--- src/rtl/ifu_pkg.sv ---
// rtl/ifu_pkg.sv - shared defaults, NOP encoding and fetch-entry type for the fetch stage
package ifu_pkg;
  localparam int          ADDR_W_DEF   = 64;
  localparam int          INST_W_DEF   = 32;
  localparam logic [63:0] RESET_PC_DEF = 64'h0000_0000_8000_0000;
  localparam logic [31:0] NOP_INST     = 32'h0000_0013;

  typedef struct packed {
    logic [ADDR_W_DEF-1:0] pc;
    logic [INST_W_DEF-1:0] inst;
  } fetch_entry_t;
endpackage

--- src/rtl/fetch_fifo.sv ---
// rtl/fetch_fifo.sv - DEPTH-entry synchronous FIFO with synchronous flush and occupancy count
module fetch_fifo #(
  parameter int WIDTH = 96,
  parameter int DEPTH = 4
) (
  input  logic                       clk,
  input  logic                       rst,
  input  logic                       flush,
  input  logic                       push,
  input  logic [WIDTH-1:0]           push_data,
  input  logic                       pop,
  output logic [WIDTH-1:0]           pop_data,
  output logic [$clog2(DEPTH+1)-1:0] count,
  output logic                       empty
);
  localparam int PW = $clog2(DEPTH);
  localparam int CW = $clog2(DEPTH+1);

  logic [WIDTH-1:0] mem [DEPTH];
  logic [PW-1:0]    wr_ptr;
  logic [PW-1:0]    rd_ptr;
  logic             full;
  logic             do_push;
  logic             do_pop;

  assign empty   = (count == '0);
  assign full    = (count == CW'(DEPTH));
  assign do_pop  = pop && !empty;
  // A push into a full queue is only legal when a pop frees the slot in the same cycle.
  assign do_push = push && (!full || do_pop);

  always_ff @(posedge clk or negedge rst) begin
    if (!rst) begin
      wr_ptr <= '0;
      rd_ptr <= '0;
      count  <= '0;
    end else if (flush) begin
      wr_ptr <= '0;
      rd_ptr <= '0;
      count  <= '0;
    end else begin
      if (do_push) wr_ptr <= wr_ptr + PW'(1);
      if (do_pop)  rd_ptr <= rd_ptr + PW'(1);
      count <= count + CW'(do_push) - CW'(do_pop);
    end
  end

  always_ff @(posedge clk) begin
    if (do_push && !flush) mem[wr_ptr] <= push_data;
  end

  assign pop_data = mem[rd_ptr];
endmodule

--- src/rtl/ifu_fetch_queue.sv ---
// rtl/ifu_fetch_queue.sv - credit-based fetch engine with instruction queue; IFU_PERF_CNT_EN adds perf counters
module ifu_fetch_queue
  import ifu_pkg::*;
#(
  parameter int                ADDR_W   = ADDR_W_DEF,
  parameter int                INST_W   = INST_W_DEF,
  parameter int                DEPTH    = 4,
  parameter logic [ADDR_W-1:0] RESET_PC = ADDR_W'(RESET_PC_DEF)
) (
  input  logic              clk,
  input  logic              rst,
  output logic              imem_req_valid,
  input  logic              imem_req_ready,
  output logic [ADDR_W-1:0] imem_req_addr,
  input  logic              imem_rsp_valid,
  input  logic [INST_W-1:0] imem_rsp_data,
  input  logic              redirect_valid,
  input  logic [ADDR_W-1:0] redirect_pc,
`ifdef IFU_PERF_CNT_EN
  output logic [63:0]       perf_fetch_cnt,
  output logic [63:0]       perf_flush_cnt,
  output logic [63:0]       perf_drop_cnt,
`endif
  output logic              dec_valid,
  input  logic              dec_ready,
  output logic [INST_W-1:0] dec_inst,
  output logic [ADDR_W-1:0] dec_pc
);
  localparam int CW = $clog2(DEPTH+1);
  localparam int EW = ADDR_W + INST_W;

  logic [ADDR_W-1:0] fetch_pc;
  logic [ADDR_W-1:0] rsp_pc;
  logic [ADDR_W-1:0] redirect_base;
  logic [CW-1:0]     outstanding;
  logic [CW-1:0]     drop_cnt;
  logic [CW-1:0]     count;
  logic [CW:0]       credits;
  logic [EW-1:0]     head;
  logic              empty;
  logic              req_fire;
  logic              rsp_drop;
  logic              push;
  logic              pop;
  logic              unused_pc_bits;

  assign unused_pc_bits = ^redirect_pc[1:0];
  assign redirect_base  = {redirect_pc[ADDR_W-1:2], 2'b00};

  // Queued plus in-flight entries never exceed DEPTH, so responses always have a slot.
  assign credits        = {1'b0, count} + {1'b0, outstanding};
  assign imem_req_valid = rst && !redirect_valid && (credits < (CW+1)'(DEPTH));
  assign imem_req_addr  = fetch_pc;
  assign req_fire       = imem_req_valid && imem_req_ready;
  assign rsp_drop       = imem_rsp_valid && (redirect_valid || (drop_cnt != '0));
  assign push           = imem_rsp_valid && !rsp_drop;
  assign pop            = dec_valid && dec_ready;

  always_ff @(posedge clk or negedge rst) begin
    if (!rst) begin
      fetch_pc    <= RESET_PC;
      rsp_pc      <= RESET_PC;
      outstanding <= '0;
      drop_cnt    <= '0;
    end else if (redirect_valid) begin
      // Everything still in flight belongs to the old path and must be squashed.
      fetch_pc    <= redirect_base;
      rsp_pc      <= redirect_base;
      outstanding <= outstanding - CW'(imem_rsp_valid);
      drop_cnt    <= outstanding - CW'(imem_rsp_valid);
    end else begin
      if (req_fire) fetch_pc <= fetch_pc + ADDR_W'(4);
      if (push)     rsp_pc   <= rsp_pc + ADDR_W'(4);
      if (rsp_drop) drop_cnt <= drop_cnt - CW'(1);
      outstanding <= outstanding + CW'(req_fire) - CW'(imem_rsp_valid);
    end
  end

  fetch_fifo #(
    .WIDTH(EW),
    .DEPTH(DEPTH)
  ) u_fifo (
    .clk      (clk),
    .rst      (rst),
    .flush    (redirect_valid),
    .push     (push),
    .push_data({rsp_pc, imem_rsp_data}),
    .pop      (pop),
    .pop_data (head),
    .count    (count),
    .empty    (empty)
  );

  assign dec_valid = !empty;
  assign dec_pc    = empty ? '0 : head[EW-1:INST_W];
  assign dec_inst  = empty ? '0 : head[INST_W-1:0];

`ifdef IFU_PERF_CNT_EN
  always_ff @(posedge clk or negedge rst) begin
    if (!rst) begin
      perf_fetch_cnt <= '0;
      perf_flush_cnt <= '0;
      perf_drop_cnt  <= '0;
    end else begin
      perf_fetch_cnt <= perf_fetch_cnt + 64'(pop);
      perf_flush_cnt <= perf_flush_cnt + 64'(redirect_valid);
      perf_drop_cnt  <= perf_drop_cnt + 64'(rsp_drop);
    end
  end
`endif
endmodule
--- config.mk ---
export PLATFORM = sky130hd
export DESIGN_NAME = ifu_fetch_queue
export DESIGN_NICKNAME = d
export VERILOG_FILES = /design/src/rtl/ifu_pkg.sv /design/src/rtl/fetch_fifo.sv /design/src/rtl/ifu_fetch_queue.sv
export SDC_FILE = /design/constraint.sdc
export NUM_CORES = 1
export LEC_CHECK = 0
export CORE_ASPECT_RATIO = 2
export CORE_MARGIN = 2
export CORE_UTILIZATION = 51
export CTS_CLUSTER_SIZE = 20
export DETAILED_ROUTE_END_ITERATION = 6
export GPL_ROUTABILITY_DRIVEN = 0
export PLACE_DENSITY = 0.84
export SYNTH_ARGS = -nofsm -noshare
export SYNTH_HDL_FRONTEND = slang
export SYNTH_SLANG_ARGS = --single-unit
--- constraint.sdc ---
create_clock -name clk -period 3.95 [get_ports clk]
set_clock_uncertainty 0.05 [all_clocks]
set_input_delay 0.395 -clock clk [delete_from_list [all_inputs] [get_ports clk]]
set_output_delay 0.395 -clock clk [all_outputs]
set_load 0.05 [all_outputs]
; After elaboration in Yosys (flattened, before gate mapping)
; Memory sizes are Yosys's and may differ from the RTL's.
; Cells that the tools add are included.
[classes]
mul = 0
add_sub_neg = 11
n_lt_le_gt_ge = 1
muxes = 16
n_eq_ne = 1
n_div = 0
n_shift = 0
bitwise = 0
reduce_logical = 22
[ops]
columns = operator, count
row1 = $mux W64, 5
row2 = $add A64 B3 Y64 const B, 2
row3 = $mux W32, 1
row4 = $mux W3, 4
row5 = $reduce_bool A2 Y1, 5
row6 = $logic_and A1 B1 Y1, 9
row7 = $sub A3 B1 Y3, 3
row8 = $mux W2, 4
row9 = $add A3 B1 Y3, 2
row10 = $add A2 B1 Y2 const B, 2
row11 = $add A3 B3 Y4, 1
row12 = $logic_not A1 Y1, 4
row13 = $lt A4 B3 Y1 const B, 1
row14 = $eq A3 B3 Y1 const B, 1
row15 = $logic_not A3 Y1, 1
row16 = $reduce_bool A3 Y1, 1
row17 = $sub A3 B1 Y3 const B, 1
row18 = $logic_or A1 B1 Y1, 2
row19 = $mux W1, 2
[totals]
elab_cells = 59
input_bits = 102
mem_bits_rw = 384
romBits = 0
latchBits = 0
mem_count = 1
reg_bits = 141
[mem_list]
columns = memory, words, word_bits, rd, rd_ports_with_merged_regs, write_ports, line_no
row1 = u_fifo.mem, 4, 96, 1, 0, 1, fetch_fifo.sv:19  ; logic [WIDTH-1:0] mem [DEPTH];

; Depth between registers and ports, before layout
; Gate-level depths: netlist of the first run.
[logic_depth]
word_depth = 9
mapped_depth = 14

; Hierarchy
; Synthesis of the first run repeated with hierarchy kept, for this count alone.
[hier_totals]
cells_unflattened = 1580
hier_area_um2 = 23334.9
[by_module_without_submodules]
columns = module, area_per_inst_um2, n_inst, cells_each
row1 = fetch_fifo, 14300.0, 1, 549
row2 = ifu_fetch_queue, 9034.9, 1, 1031

; Worst setup path after synthesis of the first run
; No wires, ideal clock.
[synth_timing]
kind = flip-flop to flip-flop
start = reg drop_cnt[0]
end = mem u_fifo.mem[1][0], enable pin
arrival_ps = 3650
n_path_buf = 0
period_less_slack_ps = 4164
path_slack_ps = -214
stages_incl_launch_ff = 6
path_cell_list = dfrtp_1 inv_1 ha_1 nand3b_2 nor3_1 and2_1
[synth_between]
elab_chain_len = 9
[synth_rtl]
columns = element, line_no
row1 = from (decl), ifu_fetch_queue.sv:36  ; logic [CW-1:0] drop_cnt;
row2 = from (signal assigned), ifu_fetch_queue.sv:70  ; drop_cnt <= outstanding - CW'(imem_rsp_valid);
row3 = from (signal assigned), ifu_fetch_queue.sv:74  ; if (rsp_drop) drop_cnt <= drop_cnt - CW'(1);
row4 = $reduce_bool A3 Y1, ifu_fetch_queue.sv:55  ; assign rsp_drop = imem_rsp_valid && (redirect_valid || (drop_cnt != '0));
row5 = $logic_or A1 B1 Y1, ifu_fetch_queue.sv:55
row6 = $logic_and A1 B1 Y1, ifu_fetch_queue.sv:55
row7 = $logic_not A1 Y1, ifu_fetch_queue.sv:56  ; assign push = imem_rsp_valid && !rsp_drop;
row8 = $logic_and A1 B1 Y1, ifu_fetch_queue.sv:56
row9 = $logic_and A1 B1 Y1, fetch_fifo.sv:30  ; assign do_push = push && (!full || do_pop);
row10 = $logic_and A1 B1 Y1, fetch_fifo.sv:49  ; if (do_push && !flush) mem[wr_ptr] <= push_data;
row11 = $mux W1, fetch_fifo.sv:49
row12 = $mux W1 (implied by the code), fetch_fifo.sv:49
row13 = to (decl), fetch_fifo.sv:19
; No other way between the ends.

; Final worst setup path of the first run
[layout_timing]
start = reg u_fifo.count[1]
end = out dec_pc[14]
[layout_between]
elab_chain_len = 2
[layout_rtl]
columns = element, line_no
row1 = from (decl), fetch_fifo.sv:13  ; output logic [$clog2(DEPTH+1)-1:0] count,
row2 = from (signal assigned), fetch_fifo.sv:44  ; count <= count + CW'(do_push) - CW'(do_pop);
row3 = $logic_not A3 Y1, fetch_fifo.sv:26  ; assign empty = (count == '0);
row4 = $mux W64, ifu_fetch_queue.sv:95  ; assign dec_pc = empty ? '0 : head[EW-1:INST_W];
row5 = to (decl), ifu_fetch_queue.sv:27  ; output logic [ADDR_W-1:0] dec_pc
; No other way between the ends.

==> results_dict.tcl, run 1 <==
set metrics [dict create \
    ys_ff_latch 513 \
    place_area_um2 26000 \
    cp_data_required_time_ns 3.50 \
    wirelength_um 57900 \
    cap_violations 0 \
    highest_layer "met4" \
    setup_viol 0 \
    die-area_um2 46200 \
    start_util_pct 51.4 \
    synthCells 1574 \
    cts-hold-fix-buffers 1 \
    grt_max_degree 98 \
    yosysSeqAreaShare_pct 65.1 \
    timing.final.crit_share_pct 90.7 \
    cp.arrival_ns 3.14 \
    m1WireLength_um 20300 \
    fin_area_um2 27500 \
    worstSkewPairLatency_ns 0.56 \
    crit_path_max_incr_delay_ns 0.83 \
    ctsResizeCount 0 \
    route.met2.wl_um 30100 \
    cts_root_buffer "clkbuf_16" \
    ys_warn_count 0 \
    async_flop_share_pct 26.7 \
    route.met3.wl_um 3790 \
    portBuffers 257 \
    multi_input_area_um2 7460 \
    finalCriticalPeriod_ns 3.58 \
    tightest_slew_ns 0.910 \
    clock.fmax_mhz 279 \
    antenna_found_initial 1 \
    cpLargestDelayFamily "simple AND/OR/NAND/NOR gates" \
    cts_tree "yes" \
    outcome "finished with violations" \
    final_util_pct 62.4 \
    syn_to_final_growth_pct 21.5 \
    violations "DRC" \
    total_power_mw 16.7 \
    wire_per_inst_um 23.9 \
    numCtsBuffers 43 \
    viasPerCell 6.29 \
    hold_viol_final 0 \
    track_usage_pct 24.9 \
    cp-start-kind "register" \
    row_count 109 \
    n_fill_cell 3146 \
    slew_violations 0 \
    end_kind "primary output" \
    power.leakage_nw 9.28 \
    drt-pass1-iter-count 7 \
    synth_area_um2 22600 \
    gr-total-overflow 0 \
    rsz0062_at_grt "no" \
    yosysUniqueCellTypes 58 \
    hp-class "input port to register" \
    path_clk_slew_ns 0.06 \
    grt_pass1_vias 15600 \
    cp_slowest_cell "or3_2" \
    postCtsSetupBuffers 0 \
    dp_hpwl_um 39100 \
    drc 15 \
    cp_num_buf_inv 2 \
    crit_type "register to primary output" \
    layout.nets 1958 \
    clock-sinks 513 \
    ant_nets 0 \
    grt_pass1_wl_um 88700 \
    synth_edf_count 376 \
    irDropWorstVdd_mv 0.378 \
    fp.coreArea_um2 44100 \
    fin_setup_tns_ns 0 \
    regArea_um2 14700 \
    slew_headroom_pct 39.3 \
    cts_buffer_depth 3 \
    vias 15300 \
    dp_worst_setup_slack_ns 0.605 \
    drt_iter0_drc 1774 \
    synth_flop_cell "edfxtp_1" \
    cellPowerDensity_nw_per_um2 608 \
    fp.dieW_um 153 \
    io_pins 264 \
    synthesis.area_per_instance_um2 14.4 \
    cts_max_level 2 \
    layout_setup_ws_ns 0.365 \
    crit_fanout 54 \
    drive_above_1_share_pct 13.0 \
    cp_cell_sequence "or3_2, buf_12, and2_1, clkdlybuf4s50_1" \
    fp.dieH_um 302 \
]
-- logic make-up (layout without fill, tap and decap cells) --
family	Yosys count	after routing	share of synthesized area, %
XOR/XNOR	57	57	2.21
flip-flops	513	513	65.1
AO/OA/AOI/OAI	174	174	4.98
adder cells (fa/ha/maj)	18	18	1.06
buffers and inverters	120	414	2.08
AND/OR/NAND/NOR	573	573	14.1
multiplexers	118	118	10.5
other	1	5	0.0166
-- layout make-up --
class                   count  share of cell area, %
flip-flops and latches    513                   53.6
inverters                  39                  0.532
multi-input cells         944                   27.1
repair buffers            297                   10.9
clock inverters            30                   1.19
well taps                 555                   2.53
diodes                      1                0.00910
clock buffers              48                   4.14
-- cell usage in the layout (no fill, tap or decap), types with 5 or more instances in the layout --
cell / instances
nand2_1: 111
o31a_1: 7
dfrtp_1: 133
xor2_1: 28
ha_1: 16
clkinv_1: 8
nand4_1: 55
clkinv_4: 6
bufinv_16: 6
buf_12: 10
edfxtp_1: 376
and2_1: 102
nor2_1: 51
clkdlybuf4s50_1: 255
clkinv_2: 5
a21oi_1: 19
nand3_1: 91
or4_1: 28
and3_1: 20
nor3_1: 21
xnor2_1: 29
o211ai_1: 29
a31oi_1: 22
mux4_2: 94
inv_1: 38
and4_1: 7
buf_4: 30
mux2i_1: 9
mux2_2: 15
o21ai_0: 58
clkbuf_16: 45
nor2b_1: 7
o31ai_1: 9
or3_1: 25
o311ai_0: 12
nor4_1: 25
-- power breakdown --
group | internal (mW) | leakage [nW] | switching (mW) | total, mW
combinational | 2.18 | 3.55 | 3.54 | 5.72
sequential | 6.15 | 5.02 | 0.436 | 6.59
clock | 2.49 | 0.709 | 1.94 | 4.43
total | 10.8 | 9.28 | 5.92 | 16.7
-- through the flow --
| stage | instances | hold WS [ns] |
|---|---|---|
| floorplan | 1577 | 0.0494 |
| global placement | 2347 | 0.245 |
| detailed placement | 2347 | 0.246 |
| CTS | 2426 | 0.157 |
| global route | 2427 | 0.193 |
| finish | 2427 | 0.185 |
-- synth_stat cells, drive strengths merged (2+ instances only) --
master  count  area share, %
a21boi      2          0.066
a21oi      19           0.42
a221o       2          0.088
a22oi       4           0.13
a311o       2          0.088
a31oi      22           0.61
and2      106            2.9
and3       20           0.55
and4        7           0.27
buf        17           0.36
clkbuf     64            1.1
dfrtp     135             15
dfstp       2           0.23
edfxtp    376             50
fa          2           0.18
ha         16           0.88
inv        39           0.65
mux2       15           0.75
mux2i       9           0.40
mux4       94            9.4
nand2     111            1.8
nand2b      4           0.11
nand3      93            2.1
nand4      56            1.6
nor2       51           0.85
nor2b       7           0.19
nor3       21           0.46
nor4       30           0.98
nor4b       4           0.15
o211ai     29           0.96
o21a        2          0.066
o21ai      58            1.3
o311ai     12           0.46
o31a        7           0.27
o31ai       9           0.30
or2         4           0.11
or3        26           0.72
or4        28           0.93
or4b        2          0.088
xnor2      29            1.1
xor2       28            1.1
-- flip-flops by register name (all words and copies together), names as in the netlist --
register	cells
drop_cnt	3
u_fifo.count	3
u_fifo.mem	376
u_fifo.wr_ptr	2
outstanding	3
rsp_pc	62
u_fifo.rd_ptr	2
imem_req_addr	62
-- worst reg2reg max path, cell delays in order (launching register included) --
cell and delay [ns]:
dfrtp_1 0.36, inv_1 0.11, ha_1 0.28, nand3b_2 0.22, or4_1 0.79, or4_1 0.62, or3_1 0.40, a31oi_1 0.18
-- path summary, 6_finish.rpt --
path / endpoint / start / slack, ns / cells past startpoint
worst max-delay path: dec_pc[14] / u_fifo.count[1]$_DFF_PN0_ / 0.37 / 4
worst max register to register: rsp_pc[51]$_DFFE_PN0N_ / drop_cnt[0]$_DFFE_PN0P_ / 0.86 / 7
min in group asynchronous: imem_req_addr[43]$_DFFE_PN0N_ / rst / 0.23 / 2
max in group asynchronous: u_fifo.rd_ptr[0]$_DFFE_PN0P_ / rst / 2.30 / 3
worst min register to register: imem_req_addr[62]$_DFFE_PN0N_ / imem_req_addr[62]$_DFFE_PN0N_ / 0.48 / 1
worst min-delay path: u_fifo.wr_ptr[0]$_DFFE_PN0P_ / redirect_valid / 0.19 / 2
-- per-layer routing --
metal	GRT usage (%)	up-vias
li1	-	6630
met5	0	-
met4	14.6	0
met2	44.1	874
met3	3.11	206
met1	29.1	7545
No activity file was read; power rests on OpenSTA's default activity.
==> inputs of run 2 (changes only) <==
REMOVE_ABC_BUFFERS = 1   (was unset)
==> results_dict.tcl, run 2 (synthesis gave the netlist of run 1 again) <==
set metrics [dict create \
    portBuffers 257 \
    rr_startpoint "imem_req_addr[19]$_DFFE_PN0N_" \
    wirelength_um 59500 \
    reg2reg_depth 5 \
    viasPerCell 6.30 \
    cts_buffer_depth 3 \
    vias 15300 \
    gr-total-overflow 0 \
    cts_tree "yes" \
    start_util_pct 51.4 \
    cts_max_level 2 \
    slew_violations 0 \
    regArea_um2 14700 \
    cellPowerDensity_nw_per_um2 602 \
    total_power_mw 16.5 \
    cp.arrival_ns 3.04 \
    syn_to_final_growth_pct 21.2 \
    multi_input_area_um2 7460 \
    drive_above_1_share_pct 13.1 \
    cap_violations 0 \
    cp-start-kind "register" \
    drc 0 \
    numCtsBuffers 42 \
    largest_register_ffs 376 \
    drt-pass1-iter-count 5 \
    layout.nets 1962 \
    crit_type "register to primary output" \
    timing.final.crit_share_pct 88.3 \
    row_count 109 \
    clock-sinks 513 \
    cp-startpoint "u_fifo.count[1]$_DFF_PN0_" \
    fp.coreArea_um2 44100 \
    wire_per_inst_um 24.5 \
    n_fill_cell 3121 \
    fp.dieW_um 153 \
    path_clk_slew_ns 0.07 \
    p_int_mw 10.6 \
    clock.fmax_mhz 287 \
    postCtsSetupBuffers 0 \
    final_common_cell "edfxtp_1" \
    finalCriticalPeriod_ns 3.49 \
    drt_iter0_drc 1506 \
    mostFrequentLayoutCells "376 x edfxtp_1, 255 x clkdlybuf4s50_1, 133 x dfrtp_1" \
    p_sw_mw 5.89 \
    crit_fanout 32 \
    cts_root_buffer "clkbuf_16" \
    ant_nets 0 \
    setup_viol 0 \
    io_pins 264 \
    whs_path_depth 2 \
    antenna_found_initial 1 \
    dp_hpwl_um 40900 \
    cp_data_required_time_ns 3.50 \
    worstSkewPairLatency_ns 0.57 \
    largest-register "u_fifo.mem" \
    dp.cells 2352 \
    fp.dieH_um 302 \
    p_clk_share_pct 25.3 \
    worstHoldStart "redirect_valid" \
    grt_pass1_wl_um 90000 \
    rsz0062_at_grt "no" \
    pwr-share-comb_pct 34.6 \
    tightest_slew_ns 0.841 \
    switching_share_pct 35.7 \
    die-area_um2 46200 \
    power.leakage_nw 9.26 \
    hp-class "input port to register" \
    grt_pass1_vias 15200 \
    track_usage_pct 25.4 \
    irDropWorstVdd_mv 0.376 \
    slew_headroom_pct 43.4 \
    final_cells 2431 \
    grt_max_degree 138 \
    pwr-share-seq_pct 40.1 \
    outcome "complete, no violations" \
    ctsResizeCount 0 \
    end_kind "primary output" \
    hold_viol_final 0 \
]
[run 2: cell count changes in the layout (fill, tap and decap cells not counted), moves of 2 or more]
cell / delta
bufinv_16: -2
buf_4: +4
clkbuf_1: +4
clkinvlp_4: -2
clkinv_4: -5
clkbuf_16: -2
clkinvlp_2: +2
clkinv_2: +6
clkinv_1: -2
[run 2: path summary, 6_finish.rpt]
kind / end / slack [ns]
worst max-delay path: dec_pc[60] / 0.46
worst min-delay path: u_fifo.rd_ptr[1]$_DFFE_PN0P_ / 0.20
min in group asynchronous: rsp_pc[62]$_DFFE_PN0N_ / 0.43
worst min register to register: imem_req_addr[62]$_DFFE_PN0N_ / 0.48
worst max register to register: imem_req_addr[62]$_DFFE_PN0N_ / 0.92
max in group asynchronous: u_fifo.rd_ptr[0]$_DFFE_PN0P_ / 2.68
[run 2: stage by stage]
step / cell area, µm² / util [%] / hold WS [ns] / worst slack (ns) / setup TNS (ns)
final: 27400 / 62.3 / 0.202 / 0.462 / 0
after global routing: 27400 / 62.3 / 0.248 / 0.355 / 0
after CTS: 27400 / 62.3 / 0.188 / 0.417 / 0
after detailed placement: 26100 / 59.2 / 0.465 / 0.681 / 0
after global placement: 26100 / 59.2 / 0.459 / 0.705 / 0
after floorplan: 22300 / - / 0.0494 / -1.19 / -193.46
[run 2: power groups by stage]
stage | Sequential [mW] | Clock, mW | Combinational, mW
final | 6.62 | 4.18 | 5.72
after global routing | 6.66 | 4.42 | 6.02
after CTS | 6.61 | 4.23 | 5.79
after detailed placement | 6.72 | 0 | 5.75
after global placement | 6.68 | 0 | 5.67
after floorplan | 7.06 | 0 | 3.45
[run 2: worst max-delay path: stages (launching register included)]
cell	delay, ns
dfrtp_1	0.47
or3_2	0.79
buf_4	0.32
and2_1	0.17
clkdlybuf4s50_1	0.72
[run 2: metal layers]
| layer | track usage, % | part of all wire, % | vias up |
|---|---|---|---|
| met2 | 45.5 | 52 | 891 |
| met5 | 0 | 0 | - |
| met3 | 3.54 | 6.8 | 193 |
| li1 | - | - | 6631 |
| met1 | 29.4 | 35 | 7602 |
| met4 | 14.1 | 6.3 | 0 |
[run 2: area by class of cell]
class,count,area share [%]
inverter,39,0.534
tap,555,2.53
clock inverter,27,0.880
clock buffer,50,4.02
antenna,1,0.00912
timing repair buffer,302,11.1
multi-input combinational,944,27.2
sequential,513,53.7
[run 2: what timing repair did]
| item | CTS | global route |
|---|---|---|
| hold buffers | 1 | 0 |
| endpoints found under the hold margin | 79 | 0 |
| setup endpoints to repair | 0 | 0 |
==> inputs of run 3 (changes only) <==
SLEW_MARGIN = 20   (was unset)
==> results of run 3 <==
Final layout, timing and power as in run 2 (identical DEF).
